==> config.mk <==
export PLATFORM = sky130hd
export DESIGN_NAME = mul_div_unit
export DESIGN_NICKNAME = d
export VERILOG_FILES = /design/src/rtl/mul_div_unit_pkg.sv /design/src/rtl/mul_div_unit_add_sub_33.sv /design/src/rtl/mul_div_unit.sv
export SDC_FILE = /design/constraint.sdc
export NUM_CORES = 1
export LEC_CHECK = 0
export CAP_MARGIN = 25
export CELL_PAD_IN_SITES_DETAIL_PLACEMENT = 1
export CELL_PAD_IN_SITES_GLOBAL_PLACEMENT = 1
export CORE_UTILIZATION = 42
export CTS_CLUSTER_SIZE = 30
export DETAILED_ROUTE_END_ITERATION = 8
export HOLD_SLACK_MARGIN = 0.02
export PLACE_DENSITY_LB_ADDON = 0.1
export SLEW_MARGIN = 40
export SYNTH_ARGS = -nofsm -noshare
export SYNTH_HDL_FRONTEND = slang
export SYNTH_SLANG_ARGS = --single-unit
==> constraint.sdc <==
create_clock -name clock -period 7.6 [get_ports clock]
set_clock_uncertainty 0.2 [all_clocks]
set_input_delay 1.52 -clock clock [delete_from_list [all_inputs] [get_ports clock]]
set_output_delay 1.52 -clock clock [all_outputs]
set_load 0.03 [all_outputs]
==> src/rtl/mul_div_unit_pkg.sv <==
// Shared constants and FSM encoding for the iterative
// multiply / divide engine.
package mul_div_unit_pkg;

   localparam int         MDU_WIDTH  = 32;
   localparam logic [4:0] MDU_OP_MUL = 5'd15;
   localparam logic [4:0] MDU_OP_DIV = 5'd16;

   typedef enum logic [1:0] {
      S_IDLE = 2'd0,
      S_RUN  = 2'd1,
      S_FIX  = 2'd2,
      S_DONE = 2'd3
   } state_t;

endpackage

==> src/rtl/mul_div_unit_add_sub_33.sv <==
// Single carry chain shared by the Booth step, the
// non-restoring step and the remainder restore.
module add_sub_33 #(
   parameter int W = 33
) (
   input  logic [W-1:0] i_a,
   input  logic [W-1:0] i_b,
   input  logic         i_sub,
   output logic [W-1:0] o_sum
);

   logic [W-1:0] w_b;

   assign w_b   = i_b ^ {W{i_sub}};
   assign o_sum = i_a + w_b + {{(W-1){1'b0}}, i_sub};

endmodule

==> src/rtl/mul_div_unit.sv <==
// Iterative signed multiply (radix-2 Booth) and divide
// (non-restoring with sign fix-up), 34-edge fixed latency.
module mul_div_unit
   import mul_div_unit_pkg::*;
#(
   parameter int         WIDTH  = MDU_WIDTH,
   parameter logic [4:0] OP_MUL = MDU_OP_MUL,
   parameter logic [4:0] OP_DIV = MDU_OP_DIV
) (
   input  logic             clock,
   input  logic             clear_n,
   input  logic             start,
   input  logic [4:0]       opcode,
   input  logic [WIDTH-1:0] input_a,
   input  logic [WIDTH-1:0] input_b,
   output logic             busy,
   output logic             done,
   output logic             div_by_zero,
   output logic [WIDTH-1:0] hi,
   output logic [WIDTH-1:0] lo
);

   localparam int CW = $clog2(WIDTH);

   state_t r_state;
   state_t w_state_nx;

   logic [CW-1:0]    r_cnt;
   logic [WIDTH:0]   r_acc;
   logic [WIDTH-1:0] r_q;
   logic [WIDTH-1:0] r_m;
   logic             r_qm1;
   logic             r_ph;
   logic             r_is_div;
   logic             r_dz;
   logic             r_neg_q;
   logic             r_neg_r;
   logic             r_busy;
   logic             r_dbz;
   logic [WIDTH-1:0] r_hi;
   logic [WIDTH-1:0] r_lo;

   logic             w_valid_op;
   logic             w_accept;
   logic             w_is_div;
   logic             w_zero;
   logic [WIDTH-1:0] w_abs_a;
   logic [WIDTH-1:0] w_abs_b;
   logic [WIDTH:0]   w_add_a;
   logic [WIDTH:0]   w_add_b;
   logic [WIDTH:0]   w_sum;
   logic             w_sub;

   assign w_valid_op = (opcode == OP_MUL) || (opcode == OP_DIV);
   assign w_accept   = start && w_valid_op &&
                       ((r_state == S_IDLE) || (r_state == S_DONE));
   assign w_is_div   = (opcode == OP_DIV);
   assign w_zero     = (input_b == '0);
   assign w_abs_a    = input_a[WIDTH-1] ? -input_a : input_a;
   assign w_abs_b    = input_b[WIDTH-1] ? -input_b : input_b;

   assign busy        = r_busy;
   assign done        = (r_state == S_DONE);
   assign div_by_zero = r_dbz;
   assign hi          = r_hi;
   assign lo          = r_lo;

   add_sub_33 #(.W(WIDTH + 1)) u_add (
      .i_a   (w_add_a),
      .i_b   (w_add_b),
      .i_sub (w_sub),
      .o_sum (w_sum)
   );

   // State register.
   always_ff @(posedge clock or negedge clear_n) begin
      if (!clear_n) r_state <= S_IDLE;
      else          r_state <= w_state_nx;
   end

   // Next state: divide-by-zero skips straight to the output phase of FIX.
   always_comb begin
      w_state_nx = r_state;
      unique case (r_state)
         S_IDLE, S_DONE: begin
            if (r_state == S_DONE) w_state_nx = S_IDLE;
            if (w_accept)
               w_state_nx = (w_is_div && w_zero) ? S_FIX : S_RUN;
         end
         S_RUN:   if (r_cnt == '0) w_state_nx = S_FIX;
         S_FIX:   if (r_ph) w_state_nx = S_DONE;
         default: w_state_nx = S_IDLE;
      endcase
   end

   // Adder operand steering for Booth, non-restoring and restore steps.
   always_comb begin
      w_add_a = '0;
      w_add_b = '0;
      w_sub   = 1'b0;
      if ((r_state == S_RUN) && !r_is_div) begin
         w_add_a = {r_acc[WIDTH-1], r_acc[WIDTH-1:0]};
         w_add_b = (r_q[0] ^ r_qm1) ? {r_m[WIDTH-1], r_m} : '0;
         w_sub   = r_q[0] & ~r_qm1;
      end else if (r_state == S_RUN) begin
         w_add_a = {r_acc[WIDTH-1:0], r_q[WIDTH-1]};
         w_add_b = {1'b0, r_m};
         w_sub   = ~r_acc[WIDTH];
      end else if ((r_state == S_FIX) && !r_ph) begin
         w_add_a = r_acc;
         w_add_b = r_acc[WIDTH] ? {1'b0, r_m} : '0;
      end
   end

   // Datapath: operand latch, iteration, fix-up and result publish.
   always_ff @(posedge clock or negedge clear_n) begin
      if (!clear_n) begin
         r_cnt    <= '0;
         r_acc    <= '0;
         r_q      <= '0;
         r_m      <= '0;
         r_qm1    <= 1'b0;
         r_ph     <= 1'b0;
         r_is_div <= 1'b0;
         r_dz     <= 1'b0;
         r_neg_q  <= 1'b0;
         r_neg_r  <= 1'b0;
         r_busy   <= 1'b0;
         r_dbz    <= 1'b0;
         r_hi     <= '0;
         r_lo     <= '0;
      end else if (w_accept) begin
         r_is_div <= w_is_div;
         r_dz     <= w_is_div && w_zero;
         r_ph     <= w_is_div && w_zero;
         r_neg_q  <= input_a[WIDTH-1] ^ input_b[WIDTH-1];
         r_neg_r  <= input_a[WIDTH-1];
         r_cnt    <= CW'(WIDTH - 1);
         r_acc    <= '0;
         r_qm1    <= 1'b0;
         r_m      <= (w_is_div && !w_zero) ? w_abs_b : input_a;
         r_q      <= w_is_div ? w_abs_a : input_b;
         r_dbz    <= 1'b0;
         r_busy   <= 1'b0;
      end else if (r_state == S_RUN) begin
         r_busy <= 1'b1;
         r_cnt  <= r_cnt - CW'(1);
         if (r_is_div) begin
            r_acc <= w_sum;
            r_q   <= {r_q[WIDTH-2:0], ~w_sum[WIDTH]};
         end else begin
            r_acc <= {w_sum[WIDTH], w_sum[WIDTH:1]};
            r_q   <= {w_sum[0], r_q[WIDTH-1:1]};
            r_qm1 <= r_q[0];
         end
      end else if ((r_state == S_FIX) && !r_ph) begin
         r_ph <= 1'b1;
         if (r_is_div) r_acc <= w_sum;
      end else if (r_state == S_FIX) begin
         r_ph   <= 1'b0;
         r_busy <= 1'b0;
         if (r_dz) begin
            r_hi  <= r_m;
            r_lo  <= '1;
            r_dbz <= 1'b1;
         end else if (r_is_div) begin
            r_hi <= r_neg_r ? -r_acc[WIDTH-1:0] : r_acc[WIDTH-1:0];
            r_lo <= r_neg_q ? -r_q : r_q;
         end else begin
            r_hi <= r_acc[WIDTH-1:0];
            r_lo <= r_q;
         end
      end
   end

endmodule

# After elaboration in Yosys (flattened, before gate mapping)
# Cells that the tools add are included.
# op_classes
n_addsub,7
n_eq_ne,12
mux,51
n_bitwise,10
n_reduce_logical,29
# op_table
operator,n
32-bit two-way mux,17
33-bit two-way mux,9
32-bit negator,4
33-bit by 1-bit adder with 33-bit output,1
33-bit adder,1
33-bit bitwise XOR,1
32-bit logical NOT,1
1-bit two-way mux,17
3-bit nonzero test,4
2-bit two-way mux,5
5-bit two-way mux,2
2-bit != test (second input constant),4
2-bit AND reduction,4
4-bit AND reduction,2
1-bit logical AND,6
3-bit != test (second input constant),2
1-bit NOT,6
2-bit one-hot mux with 3 select lines,1
2-bit nonzero test,3
5-bit by 4-bit equality test with 1-bit output (second input constant),1
5-bit equality test (second input constant),1
5-bit logical NOT,1
5-bit by 1-bit subtractor with 5-bit output (second input constant),1
2-bit equality test (second input constant),2
other kinds (9),13
# totals
register_bits,176
in_bits,72

# Longest topological paths before layout
# depth
ltp_word,12
ltp_mapped,20
mapped_depth_nobuf,16

# Hierarchy
# A second synthesis with hierarchy kept.
# hier_totals
cells_unflattened,1718
hier_area_um2,13973.4
# by_module_without_submodules
mod,instances,cells_per_inst,area_each_um2
mul_div_unit,1,1394,11721.2
add_sub_33,1,324,2252.2

# Worst setup path before layout
# OpenSTA, ideal clock, no wires.
# synth_path
path_kind,register to register
start,reg r_state[0]
end,reg r_acc[29]
arrival_ps,4188
setup_slack_ps,3074
path_stages_with_launch,19
period_less_slack_ps,4526
cell_sequence,dfrtp_1 -> ha_1 -> buf_2 -> and4bb_2 -> a21o_1 -> clkbuf_1 -> clkbuf_1 -> nand2_1 -> xor2_1 -> fa_1 -> a21o_1 -> a221oi_1 -> a211oi_1 -> o211ai_1 -> a21oi_1 -> o31ai_1 -> xnor2_1 -> a221oi_1 -> a31oi_1
# synth_via
elab_chain_cells,12
word_cells_on_any_way,27
# synth_lines
item,line_no,rtl
from (decl),mul_div_unit.sv:25,state_t r_state;
from (signal assigned),mul_div_unit.sv:78,else r_state <= w_state_nx;
2-bit equality test,"mul_div_unit.sv:109, mul_div_unit.sv:156",
1-bit logical AND,"mul_div_unit.sv:109, mul_div_unit.sv:156",
32-bit two-way mux,mul_div_unit.sv:109,end else if ((r_state == S_FIX) && !r_ph) begin
32-bit two-way mux,mul_div_unit.sv:105,end else if (r_state == S_RUN) begin
33-bit two-way mux,mul_div_unit.sv:101,if ((r_state == S_RUN) && !r_is_div) begin
33-bit bitwise XOR,mul_div_unit_add_sub_33.sv:14,assign w_b = i_b ^ {W{i_sub}};
33-bit adder,mul_div_unit_add_sub_33.sv:15,"assign o_sum = i_a + w_b + {{(W-1){1'b0}}, i_sub};"
33-bit by 1-bit adder with 33-bit output,mul_div_unit_add_sub_33.sv:15,
33-bit two-way mux,mul_div_unit.sv:158,if (r_is_div) r_acc <= w_sum;
33-bit two-way mux,mul_div_unit.sv:156,end else if ((r_state == S_FIX) && !r_ph) begin
33-bit two-way mux,mul_div_unit.sv:145,end else if (r_state == S_RUN) begin
33-bit two-way mux,mul_div_unit.sv:132,end else if (w_accept) begin
to (signal assigned),mul_div_unit.sv:149,r_acc <= w_sum;
to (signal assigned),mul_div_unit.sv:152,"r_acc <= {w_sum[WIDTH], w_sum[WIDTH:1]};"
to (signal assigned),mul_div_unit.sv:158,
to (decl),mul_div_unit.sv:29,logic [WIDTH:0] r_acc;
# Parallel ways exist; a longest one is shown, timed or not. The select of a mux whose other input is x is not followed.
# A chain may end at the register's enable or synchronous reset.

# Worst setup path after layout
# layout_path
start,reg r_state[1]
end,reg r_acc[31]
# Same word-level chain as after synthesis.

==> run_results.csv <==
group,metric,value,unit
cts,ctsHoldBuffers,0,
route,route.detailed.drc,0,
cts,cts.clk_slew.worst_paths,0.08,ns
cts,root_buffer,"clkbuf_16",
logic_synthesis,synth_edf_count,0,
setup_path,setup.worst_path.start_class,"register",
sta,fmax,0.182,GHz
layout,area.growth.synth_to_final,16.6,%
power,p_total,0.00605,W
floorplanning,dieHeight,182,microns
route,antenna_left,0,
global_routing,use_met1,42.1,%
layout,drive_above_1_share,5.37,%
logic_synthesis,synth_nets,1835,
global_routing,use_met3,3.61,%
global_routing,antenna_found_initial,2,
placement,port_buffers,138,
logic_synthesis,ys.flop_type,"dfrtp_1",
global_routing,track_usage,30.1,%
route,wl_per_cell,22.2,microns
sta,max_slew_margin,45.4,%
route,wl,48600,microns
route,vias,13190,
cts,cts.path.max_buffers,2,
cts,numCtsBuffers,17,
setup_path,crit_type,"register to register",
setup_path,cp_slowest_stage_delay,0.64,ns
global_routing,grt_busiest_layer,"met2",
global_routing,grt_pass1_vias,13322,
floorplanning,pin_count,139,
layout,nets,1889,
logic_synthesis,avgSynthCellArea,7.88,sq um
setup_path,arrival,5.63,ns
cts,cts.sinks,176,
setup_path,worst_path_max_delay_cell,"buf_4",
global_routing,grt.overflow.total,0,
cts,cts.htree.levels,4,
logic_synthesis,yosysWarnings,0,
setup_path,setup.worst_path.end_class,"register",
logic_synthesis,ys_types,74,
floorplanning,core,31600,sq um
layout,nFillCells,3828,
layout,multi_input_area,8650,sq um
floorplanning,num_rows,65,
cts,cts_tree,"done",
sta,setup_tns,0,ns
sta,setup_violations,0,
logic_synthesis,ys_ff_latch,176,
logic_synthesis,netlist_area,13600,sq um
floorplanning,die_w,182,microns
global_routing,grt_pass1_wl,77000,microns
layout,num_antenna_cells,0,
sta,timing.final.hold_violations,0,
route,dr.pass1.iters,5,
floorplanning,die-area,33000,sq um
setup_path,crit_top_cell,"nand3_1",
placement,place_congestion,0.907,
route,drt_iter0_markers,965,
setup_path,worst-path-max-fanout,77,
global_routing,global_route.usage.met2,48.4,%
sta,timing.final.crit_share,72.3,%
placement,dp_hpwl,35700,microns
status,status,"complete, no violations",
setup_path,cp_top_family,"compound AO/OA/AOI/OAI gates",
flow_run,cap_viol_max_count,0,
global_routing,grt_start_max_net_pins,78,
sta,hold_ws,0.279,ns
setup_path,path_cells,"inv_1 > ha_2 > buf_4 > nor4bb_1 > a21oi_1 > nand3_1 > and2_1 > fa_1 > a21o_1 > a221oi_1 > a211oi_1 > o211ai_1 > nand3_1 > a31oi_1 > xnor2_1 > o31ai_1 > a31o_2",
power,p_leak,6.24,nW
sta,worst_pin_slew,0.817,ns
worst_hold_path,holdCritPathClass,"register to register",
setup_path,path_buf_inv,2,
layout,regArea,4410,sq um
logic_synthesis,ys_async_sr_fraction,100,%
cts,post_cts_buffers,0,
logic_synthesis,synthCells,1721,
floorplanning,initial_core_util,42.9,%
sta,final_max_slew_viol_count,0,
power,power_density,383,nW/um^2
route,viasPerCell,6.03,
power,peakVddDrop,0.000181,V
cts,ctsResizeCount,0,
cts,insertion_delay,0.45,ns
layout,fin_util,50.0,%
setup_path,crit_required,7.74,ns
sta,layout_min_cycle_time,5.50,ns
logic_synthesis,yosysSeqAreaShare,32.5,%
sta,rsz0062_at_grt,"no",
-- per-stage QoR --
stage                     worst slack (ns)  std cells  area (sq um)
after floorplan                       3.07       1721         13600
after global placement                2.26       2157         15200
after detailed placement              2.15       2157         15200
after CTS                             2.10       2188         15800
after global routing                  1.69       2189         15800
final                                 2.10       2189         15800
-- cells by family (layout without fill, tap and decap cells) --
kind of cell / after synthesis / count (layout) / synth area share [%]
AOI/OAI and AO/OA: 577 / 577 / 25.7
xor gates and xnor gates: 183 / 183 / 11.8
adders and majority gates: 42 / 42 / 3.93
buffers and inverters: 149 / 215 / 4.40
DFF: 176 / 176 / 32.5
muxes: 45 / 45 / 3.33
and+or+nand+nor: 549 / 549 / 18.4
-- report_power, final --
group          internal, W  leakage, nW  switching, W  total, W
sequential         0.00133         2.05      0.000574   0.00190
clock             0.000470        0.290      0.000453  0.000923
combinational      0.00126         3.90       0.00196   0.00323
total              0.00306         6.24       0.00299   0.00605
-- cells in the mapped netlist (4+ instances only) --
master | count | area (sq um)
a31o_2 | 4 | 35.0
a31oi_1 | 18 | 113
xor2_1 | 104 | 911
and2_1 | 8 | 50.1
buf_6 | 4 | 45.0
a22oi_1 | 5 | 37.5
o41ai_1 | 9 | 78.8
a21oi_1 | 170 | 851
nor2_1 | 157 | 589
o21ai_0 | 172 | 861
ha_1 | 41 | 513
or3_1 | 15 | 93.8
o21ai_1 | 24 | 120
or4_1 | 5 | 37.5
mux2i_1 | 44 | 440
inv_1 | 24 | 90.1
a21o_1 | 25 | 188
a211oi_1 | 12 | 90.1
a221oi_1 | 4 | 35.0
and3_1 | 6 | 37.5
or2_2 | 5 | 31.3
buf_1 | 11 | 41.3
nor3_1 | 23 | 115
nand4_1 | 7 | 43.8
nor2b_1 | 10 | 62.6
o21bai_1 | 5 | 37.5
nand2_1 | 243 | 912
xnor2_1 | 79 | 692
o211ai_1 | 35 | 263
nand3_1 | 17 | 85.1
o31ai_1 | 32 | 240
dfrtp_1 | 176 | 4400
nand3b_1 | 9 | 67.6
clkbuf_1 | 106 | 398
o21a_1 | 4 | 30.0
a22o_1 | 31 | 272
o22ai_1 | 6 | 37.5
nand2b_1 | 10 | 62.6
nor4_1 | 14 | 87.6
-- cell usage in the layout (no fill, tap or decap), types with 17 or more instances in the layout --
master,count
a21o_1,24
a21oi_1,169
a22o_1,31
a31oi_1,18
buf_4,19
clkbuf_16,17
clkdlybuf4s50_1,137
dfrtp_1,174
ha_1,40
inv_1,24
mux2i_1,44
nand2_1,243
nor2_1,155
nor3_1,23
o211ai_1,35
o21ai_0,171
o21ai_1,23
o31ai_1,32
xnor2_1,79
xor2_1,104
-- flip-flops by register name, indices dropped and copies added, names as in the netlist --
register / cells
r_state: 2
r_q: 32
r_dz: 1
r_neg_r: 1
r_m: 32
r_ph: 1
r_qm1: 1
busy: 1
r_is_div: 1
r_acc: 33
r_cnt: 5
hi: 32
div_by_zero: 1
lo: 32
r_neg_q: 1
-- per-layer routing --
layer / part of all wire [%] / routed length [microns] / vias to the layer above
met5: 0 / 0 / -
met4: 2.6 / 1250 / 0
met3: 4.0 / 1930 / 71
met2: 46 / 22200 / 327
met1: 48 / 23200 / 6603
li1: - / - / 6189
-- path summary, 6_finish.rpt --
kind                       slack, ns                   start  depth (start not counted)                     to
max in group asynchronous       5.33                 clear_n                          2   r_is_div$_DFFE_PN0P_
min in group asynchronous       0.84                 clear_n                          1      lo[2]$_DFFE_PN0P_
setup / recovery                2.10  r_state[1]$_DFFE_PN0P_                         17  r_acc[31]$_DFFE_PN0P_
hold / removal                  0.28       lo[0]$_DFFE_PN0P_                          2      lo[0]$_DFFE_PN0P_
setup reg to reg                2.10  r_state[1]$_DFFE_PN0P_                         17  r_acc[31]$_DFFE_PN0P_
hold reg to reg                 0.28       lo[0]$_DFFE_PN0P_                          2      lo[0]$_DFFE_PN0P_
-- layout make-up --
| class | instances | share of cell area, % |
|---|---|---|
| clock buffer | 17 | 2.69 |
| clock inverter | 14 | 1.08 |
| inverter | 24 | 0.570 |
| multi-input combinational | 1396 | 54.7 |
| sequential | 176 | 27.9 |
| tap | 402 | 3.18 |
| timing repair buffer | 160 | 9.91 |
-- worst min-delay path: stages, from the launching register on --
cell	delay (ns)
dfrtp_1	0.35
nand2_1	0.06
nand2_1	0.05
(Power assumes the default switching activity.)
